[src/rtl/riscv_divider_pkg.sv]
// Shared constants and types for the RV32M iterative divider.
package riscv_divider_pkg;

    localparam logic [3:0] ALU_DIV  = 4'hC;
    localparam logic [3:0] ALU_DIVU = 4'hD;
    localparam logic [3:0] ALU_REM  = 4'hE;
    localparam logic [3:0] ALU_REMU = 4'hF;

    typedef enum logic [1:0] {
        DIV_IDLE = 2'd0,
        DIV_CALC = 2'd1,
        DIV_DONE = 2'd2
    } div_state_t;

    function automatic logic is_div_op(input logic [3:0] op);
        return (op == ALU_DIV) || (op == ALU_DIVU) ||
               (op == ALU_REM) || (op == ALU_REMU);
    endfunction

endpackage

[src/rtl/riscv_div_step.sv]
// One restoring-division step: shift {rem, dvd} left and conditionally subtract.
// The partial remainder is always below the divisor on entry, so the shifted
// value is below twice the divisor and a 33-bit difference keeps a valid sign bit.
module riscv_div_step (
    input  logic [31:0] rem,
    input  logic [31:0] dvd,
    input  logic [31:0] divisor,
    output logic [31:0] rem_next,
    output logic [31:0] dvd_next
);

    logic [32:0] shifted;
    logic [32:0] diff;
    logic        fits;

    // Trial subtraction; the quotient bit enters at the bottom of the dividend.
    always_comb begin
        shifted  = {rem, dvd[31]};
        diff     = shifted - {1'b0, divisor};
        fits     = ~diff[32];
        rem_next = fits ? diff[31:0] : shifted[31:0];
        dvd_next = {dvd[30:0], fits};
    end

endmodule

[src/rtl/riscv_divider.sv]
// Iterative 32-cycle restoring divider for RV32M DIV/DIVU/REM/REMU.
// Operands are held stable by the pipeline while the stall output is high.
import riscv_divider_pkg::*;

module riscv_divider (
    input  logic        clk_i,
    input  logic        reset_i,
    input  logic        id_valid_r,
    input  logic [3:0]  id_alu_op_r,
    input  logic [31:0] id_ra_value_r,
    input  logic [31:0] id_rb_value_r,
    input  logic        ex_flush_i,
    output logic [31:0] div_res_w,
    output logic        div_valid_w,
    output logic        ex_stall_div_w
);

    div_state_t  state;
    logic [31:0] rem;
    logic [31:0] dvd;
    logic [31:0] divisor;
    logic [4:0]  count;
    logic        q_neg;
    logic        r_neg;
    logic        is_rem;
    logic [31:0] result;
    logic        valid;

    logic        div_op;
    logic        signed_op;
    logic        rem_op;
    logic        a_neg;
    logic        b_neg;
    logic [31:0] abs_a;
    logic [31:0] abs_b;
    logic        overflow;
    logic [31:0] step_rem;
    logic [31:0] step_dvd;
    logic [31:0] quot_final;
    logic [31:0] rem_final;

    // Operation decode, operand magnitudes and sign-corrected final results.
    always_comb begin
        div_op     = id_valid_r && is_div_op(id_alu_op_r);
        signed_op  = (id_alu_op_r == ALU_DIV) || (id_alu_op_r == ALU_REM);
        rem_op     = (id_alu_op_r == ALU_REM) || (id_alu_op_r == ALU_REMU);
        a_neg      = signed_op && id_ra_value_r[31];
        b_neg      = signed_op && id_rb_value_r[31];
        abs_a      = a_neg ? (~id_ra_value_r + 32'd1) : id_ra_value_r;
        abs_b      = b_neg ? (~id_rb_value_r + 32'd1) : id_rb_value_r;
        overflow   = signed_op && (id_ra_value_r == 32'h8000_0000) &&
                     (id_rb_value_r == 32'hFFFF_FFFF);
        quot_final = q_neg ? (~step_dvd + 32'd1) : step_dvd;
        rem_final  = r_neg ? (~step_rem + 32'd1) : step_rem;
    end

    riscv_div_step u_step (
        .rem      (rem),
        .dvd      (dvd),
        .divisor  (divisor),
        .rem_next (step_rem),
        .dvd_next (step_dvd)
    );

    // Control FSM and datapath registers; flush squashes any op in flight.
    always_ff @(posedge clk_i) begin
        if (!reset_i) begin
            state   <= DIV_IDLE;
            rem     <= 32'd0;
            dvd     <= 32'd0;
            divisor <= 32'd0;
            count   <= 5'd0;
            q_neg   <= 1'b0;
            r_neg   <= 1'b0;
            is_rem  <= 1'b0;
            result  <= 32'd0;
            valid   <= 1'b0;
        end else if (ex_flush_i) begin
            state <= DIV_IDLE;
            valid <= 1'b0;
        end else begin
            case (state)
                DIV_IDLE: begin
                    valid <= 1'b0;
                    if (div_op) begin
                        if (id_rb_value_r == 32'd0) begin
                            result <= rem_op ? id_ra_value_r : 32'hFFFF_FFFF;
                            valid  <= 1'b1;
                            state  <= DIV_DONE;
                        end else if (overflow) begin
                            result <= rem_op ? 32'd0 : 32'h8000_0000;
                            valid  <= 1'b1;
                            state  <= DIV_DONE;
                        end else begin
                            rem     <= 32'd0;
                            dvd     <= abs_a;
                            divisor <= abs_b;
                            count   <= 5'd0;
                            q_neg   <= a_neg ^ b_neg;
                            r_neg   <= a_neg;
                            is_rem  <= rem_op;
                            state   <= DIV_CALC;
                        end
                    end
                end
                DIV_CALC: begin
                    rem   <= step_rem;
                    dvd   <= step_dvd;
                    count <= count + 5'd1;
                    if (count == 5'd31) begin
                        result <= is_rem ? rem_final : quot_final;
                        valid  <= 1'b1;
                        state  <= DIV_DONE;
                    end
                end
                DIV_DONE: begin
                    valid <= 1'b0;
                    state <= DIV_IDLE;
                end
                default: begin
                    valid <= 1'b0;
                    state <= DIV_IDLE;
                end
            endcase
        end
    end

    assign div_res_w      = result;
    assign div_valid_w    = valid;
    assign ex_stall_div_w = reset_i && div_op && (state != DIV_DONE);

endmodule

[config.mk]
export PLATFORM = sky130hd
export DESIGN_NAME = riscv_divider
export DESIGN_NICKNAME = d
export VERILOG_FILES = /design/src/rtl/riscv_divider_pkg.sv /design/src/rtl/riscv_div_step.sv /design/src/rtl/riscv_divider.sv
export SDC_FILE = /design/constraint.sdc
export NUM_CORES = 1
export LEC_CHECK = 0
export BUFFER_PORTS_ARGS = -buffer_cell sky130_fd_sc_hd__buf_2
export CAP_MARGIN = 10
export CORE_MARGIN = 2
export CORE_UTILIZATION = 45
export CTS_CLUSTER_SIZE = 24
export DETAILED_ROUTE_END_ITERATION = 16
export PLACE_DENSITY = 0.64
export REMOVE_ABC_BUFFERS = 1
export SETUP_SLACK_MARGIN = 0.15
export SLEW_MARGIN = 20
export SYNTH_ARGS = -nofsm -noshare
export SYNTH_HDL_FRONTEND = slang
export SYNTH_SLANG_ARGS = --single-unit
[constraint.sdc]
create_clock -name clk_i -period 4.4 [get_ports clk_i]
set_clock_uncertainty 0.1 [all_clocks]
set_input_delay 0.22 -clock clk_i [delete_from_list [all_inputs] [get_ports clk_i]]
set_output_delay 0.22 -clock clk_i [all_outputs]
set_load 0.02 [all_outputs]
==> parameters.txt <==
Parameter                              Value

Outcome
  Result of the run ... finished clean

Setup path
  Critical path start-end classification ... flip-flop to flip-flop
  Number of cell instances on the worst register-to-register path ... 18
  Critical path startpoint category ... flip-flop
  Setup slack of the worst register-to-register path ... 0.25 ns
  Critical path data arrival time ... 4.38 ns
  RR Endpoint ... div_res_w[18]
  Largest driver fanout on the critical path ... 8
  Endpoint class of the critical path ... flip-flop
  Required @ worst endpoint ... 4.63 ns
  Source of the worst register-to-register timing path ... dvd[31]

Layout
  Area overhead of the layout relative to synthesis ... 15.4%
  FILL cells ... 2511
  Non-filler cells in the finished layout ... 2015
  Share of post-route cells with drive strength above 1 ... 15.4%
  Number of antenna diodes ... 0
  Post-Layout Inst Area ... 0.0134 sq mm
  Final design utilization ... 52.9%
  Final layout net count ... 1784

Route
  Number of vias after detailed routing ... 12300
  Number of nets with antenna violations after detailed routing ... 0
  Final wirelength ... 38500 um
  DRC ... 0
  Router iterations before antenna repair ... 9
  Initial detailed-routing violation count ... 1280
  Vias per Instance ... 6.12
  Routed WL per cell ... 19.1 um

Min path
  Hold EP ... divisor[31]
  Min-Delay Path Class ... input port to flip-flop
  Hold path depth ... 3
  Worst Hold Launch ... id_rb_value_r[31]

Clock tree
  Maximum clock insertion buffer count ... 2
  Clock-pin slew reported for the worst setup and hold paths after clock tree synthesis ... 0.06 ns
  Clock sink count ... 139
  Root buf cell ... sky130_fd_sc_hd__clkbuf_16
  TritonCTS clock tree ... yes
  Clk_lat worst skew ... 0.43 ns
  Cts bufs inserted ... 17
  H-tree level count ... 4

Floorplan
  Initial standard-cell utilization of the core ... 45.8%
  Placement row count ... 58
  Core area ... 0.0253 sq mm
  Horizontal die dimension ... 164 um
  I/O pin cnt ... 106
  Total Die Area ... 0.0270 sq mm
  Die height ... 164 um

Synth
  Number of enable flip-flop cells after synthesis ... 0
  Synthesis-stage register bit count ... 139
  Register area share after synthesis ... 24.0%
  Top flip-flop cell by instance count after synthesis ... sky130_fd_sc_hd__dfxtp_1
  Post-synth design cell area ... 0.0116 sq mm
  Fraction of registers with async set or reset after synthesis ... 0%
  Library cells used by synthesis ... 88
  Gate count after technology mapping ... 1600
  Syn Area/Cell ... 7.24 sq um
  Number of warnings issued by yosys ... 0

Pwr
  Leakage power of the design ... 5.18 nW
  Pwr per Cell Area ... 321 mW/mm^2
  Total power draw ... 4.30 mW
  Max rail drop VDD ... 178 uV

Timing
  Count of final hold-check violations ... 0
  Measured slew at the worst slew-check pin ... 1.15 ns
  Max-slew violation count ... 0
  Final worst path period share ... 94.4%
  Fmax ... 241 MHz
  Headroom to the max-slew limit ... 23.2%
  Shortest period the worst path allows ... 4.15 ns
  Setup repair after global routing missed its margin ... true
  Final setup violation count ... 0

Placement
  Half-perimeter wire length after placement ... 28500 um
  IO buf count ... 105
  Count of placed standard cells including taps ... 1972
  Cell area reported after detailed placement ... 0.0124 sq mm
  Weighted congestion reported at the end of routability-driven placement ... 0.924

Global route
  Number of global-route vias before repair ... 11100
  GRT Total Usage ... 28.3%
  Final global-route overflow total ... 0
  Antenna violations before repair ... 0
  First-pass GRT wire length ... 60400 um
  Largest net degree at the start of global routing ... 87

Job
  Number of max-capacitance violations reported ... 0
-- synth_stat cells (19+ instances only) --
| cell type | n | share of area (%) |
|---|---|---|
| sky130_fd_sc_hd__nor2_1 | 253 | 8.2 |
| sky130_fd_sc_hd__a21oi_1 | 157 | 6.8 |
| sky130_fd_sc_hd__dfxtp_1 | 139 | 24 |
| sky130_fd_sc_hd__o21ai_0 | 124 | 5.4 |
| sky130_fd_sc_hd__nand2_1 | 100 | 3.2 |
| sky130_fd_sc_hd__a211oi_1 | 80 | 5.2 |
| sky130_fd_sc_hd__xnor2_1 | 73 | 5.5 |
| sky130_fd_sc_hd__clkbuf_1 | 70 | 2.3 |
| sky130_fd_sc_hd__xor2_1 | 61 | 4.6 |
| sky130_fd_sc_hd__inv_1 | 54 | 1.8 |
| sky130_fd_sc_hd__ha_1 | 39 | 4.2 |
| sky130_fd_sc_hd__nor3_1 | 32 | 1.4 |
| sky130_fd_sc_hd__nand3_1 | 31 | 1.3 |
| sky130_fd_sc_hd__mux2i_1 | 27 | 2.3 |
| sky130_fd_sc_hd__nand4_1 | 25 | 1.4 |
| sky130_fd_sc_hd__o31ai_1 | 24 | 1.6 |
| sky130_fd_sc_hd__a31oi_1 | 22 | 1.2 |
| sky130_fd_sc_hd__nor4_1 | 20 | 1.1 |
| sky130_fd_sc_hd__buf_2 | 19 | 0.82 |
-- cell type report --
| type | instances | area [sq um] | share of cell area (%) |
|---|---|---|---|
| clock buffer | 22 | 474 | 3.55 |
| clock inverter | 10 | 163 | 1.22 |
| inverter | 57 | 220 | 1.65 |
| multi-input combinational | 1303 | 8340 | 62.4 |
| sequential | 139 | 2790 | 20.9 |
| tap | 330 | 413 | 3.09 |
| timing repair buffer | 154 | 968 | 7.25 |
-- registers in the layout (all words and copies together), names as in the netlist --
| name | cells |
|---|---|
| is_rem | 1 |
| div_res_w | 32 |
| count | 5 |
| rem | 32 |
| q_neg | 1 |
| divisor | 32 |
| state | 2 |
| div_valid_w | 1 |
| dvd | 32 |
| r_neg | 1 |
-- worst max path at each step --
stage,from,to,slack [ns],cells past startpoint
2_1_floorplan,id_rb_value_r[5],count[3],-1.48,8
3_3_place_gp,dvd[31],div_res_w[30],0.22,16
3_5_place_dp,dvd[31],div_res_w[30],0.05,16
4_1_cts,dvd[31],div_res_w[30],0.15,18
5_1_grt,dvd[31],div_res_w[28],0.08,17
6_report,dvd[31],div_res_w[18],0.25,18
-- critical path, cell delays in order, from the launching register on --
cell and delay [ns]:
sky130_fd_sc_hd__dfxtp_4 0.37, sky130_fd_sc_hd__inv_4 0.07, sky130_fd_sc_hd__ha_4 0.14, sky130_fd_sc_hd__inv_2 0.04
sky130_fd_sc_hd__fa_2 0.39, sky130_fd_sc_hd__a211oi_2 0.29, sky130_fd_sc_hd__o211ai_1 0.19, sky130_fd_sc_hd__nand3_2 0.17
sky130_fd_sc_hd__a21oi_4 0.09, sky130_fd_sc_hd__o31a_4 0.36, sky130_fd_sc_hd__nor2_4 0.19, sky130_fd_sc_hd__mux2i_2 0.28
sky130_fd_sc_hd__ha_2 0.25, sky130_fd_sc_hd__o21ai_4 0.11, sky130_fd_sc_hd__buf_4 0.17, sky130_fd_sc_hd__o41ai_4 0.34
sky130_fd_sc_hd__xor2_1 0.17, sky130_fd_sc_hd__a21oi_1 0.08, sky130_fd_sc_hd__a211oi_1 0.25
-- metrics by stage --
step                hold WS (ns)  setup slack, ns  TNS (ns)
floorplan                  0.199            -1.48    -92.64
global placement           0.344            0.217         0
detailed placement         0.347           0.0529         0
CTS                      0.00552            0.154         0
global route              0.0355           0.0819         0
finish                   0.00650            0.245         0
-- cell families (layout without fill, tap and decap cells) --
logic type,count (synthesis),after routing,synth area share [%]
AO/OA/AOI/OAI,541,541,30.2
XOR/XNOR,134,134,10.1
adder cells (fa/ha/maj),40,40,4.39
buffers and inverters,158,243,5.81
flip-flops,139,139,24.0
multiplexers,33,33,2.92
AND/OR/NAND/NOR,555,555,22.5
-- per-layer routing --
metal | share of wire [%] | GRT usage, %
met3 | 5.4 | 3.87
met1 | 45 | 39.0
met2 | 45 | 44.8
met5 | 0 | 0
met4 | 3.6 | 11.4
-- layout by cell type (no fill, tap or decap), drive strengths merged, types with 31 or more instances in the layout --
master	netlist	routed
a21oi	162	162
a211oi	82	82
xor2	61	61
xnor2	73	73
o21ai	133	133
nor2	255	255
ha	39	39
inv	56	56
nand2	100	100
nor3	32	32
nand3	31	31
dfxtp	139	139
buf	28	153
-- power by group --
part	internal, mW	total, mW	switching [mW]
clock network	0.996	1.59	0.598
registers	1.28	1.30	0.0228
logic	0.540	1.40	0.859
total	2.82	4.30	1.48
-- timing repair --
item	4_1_cts	5_1_grt
endpoints found under the hold margin	1	0
gates resized for setup	5	40
hold buffers	1	0
setup buffers	1	9
pin swaps	0	17
setup endpoints to repair	4	15
No activity file was read; power rests on OpenSTA's default activity.
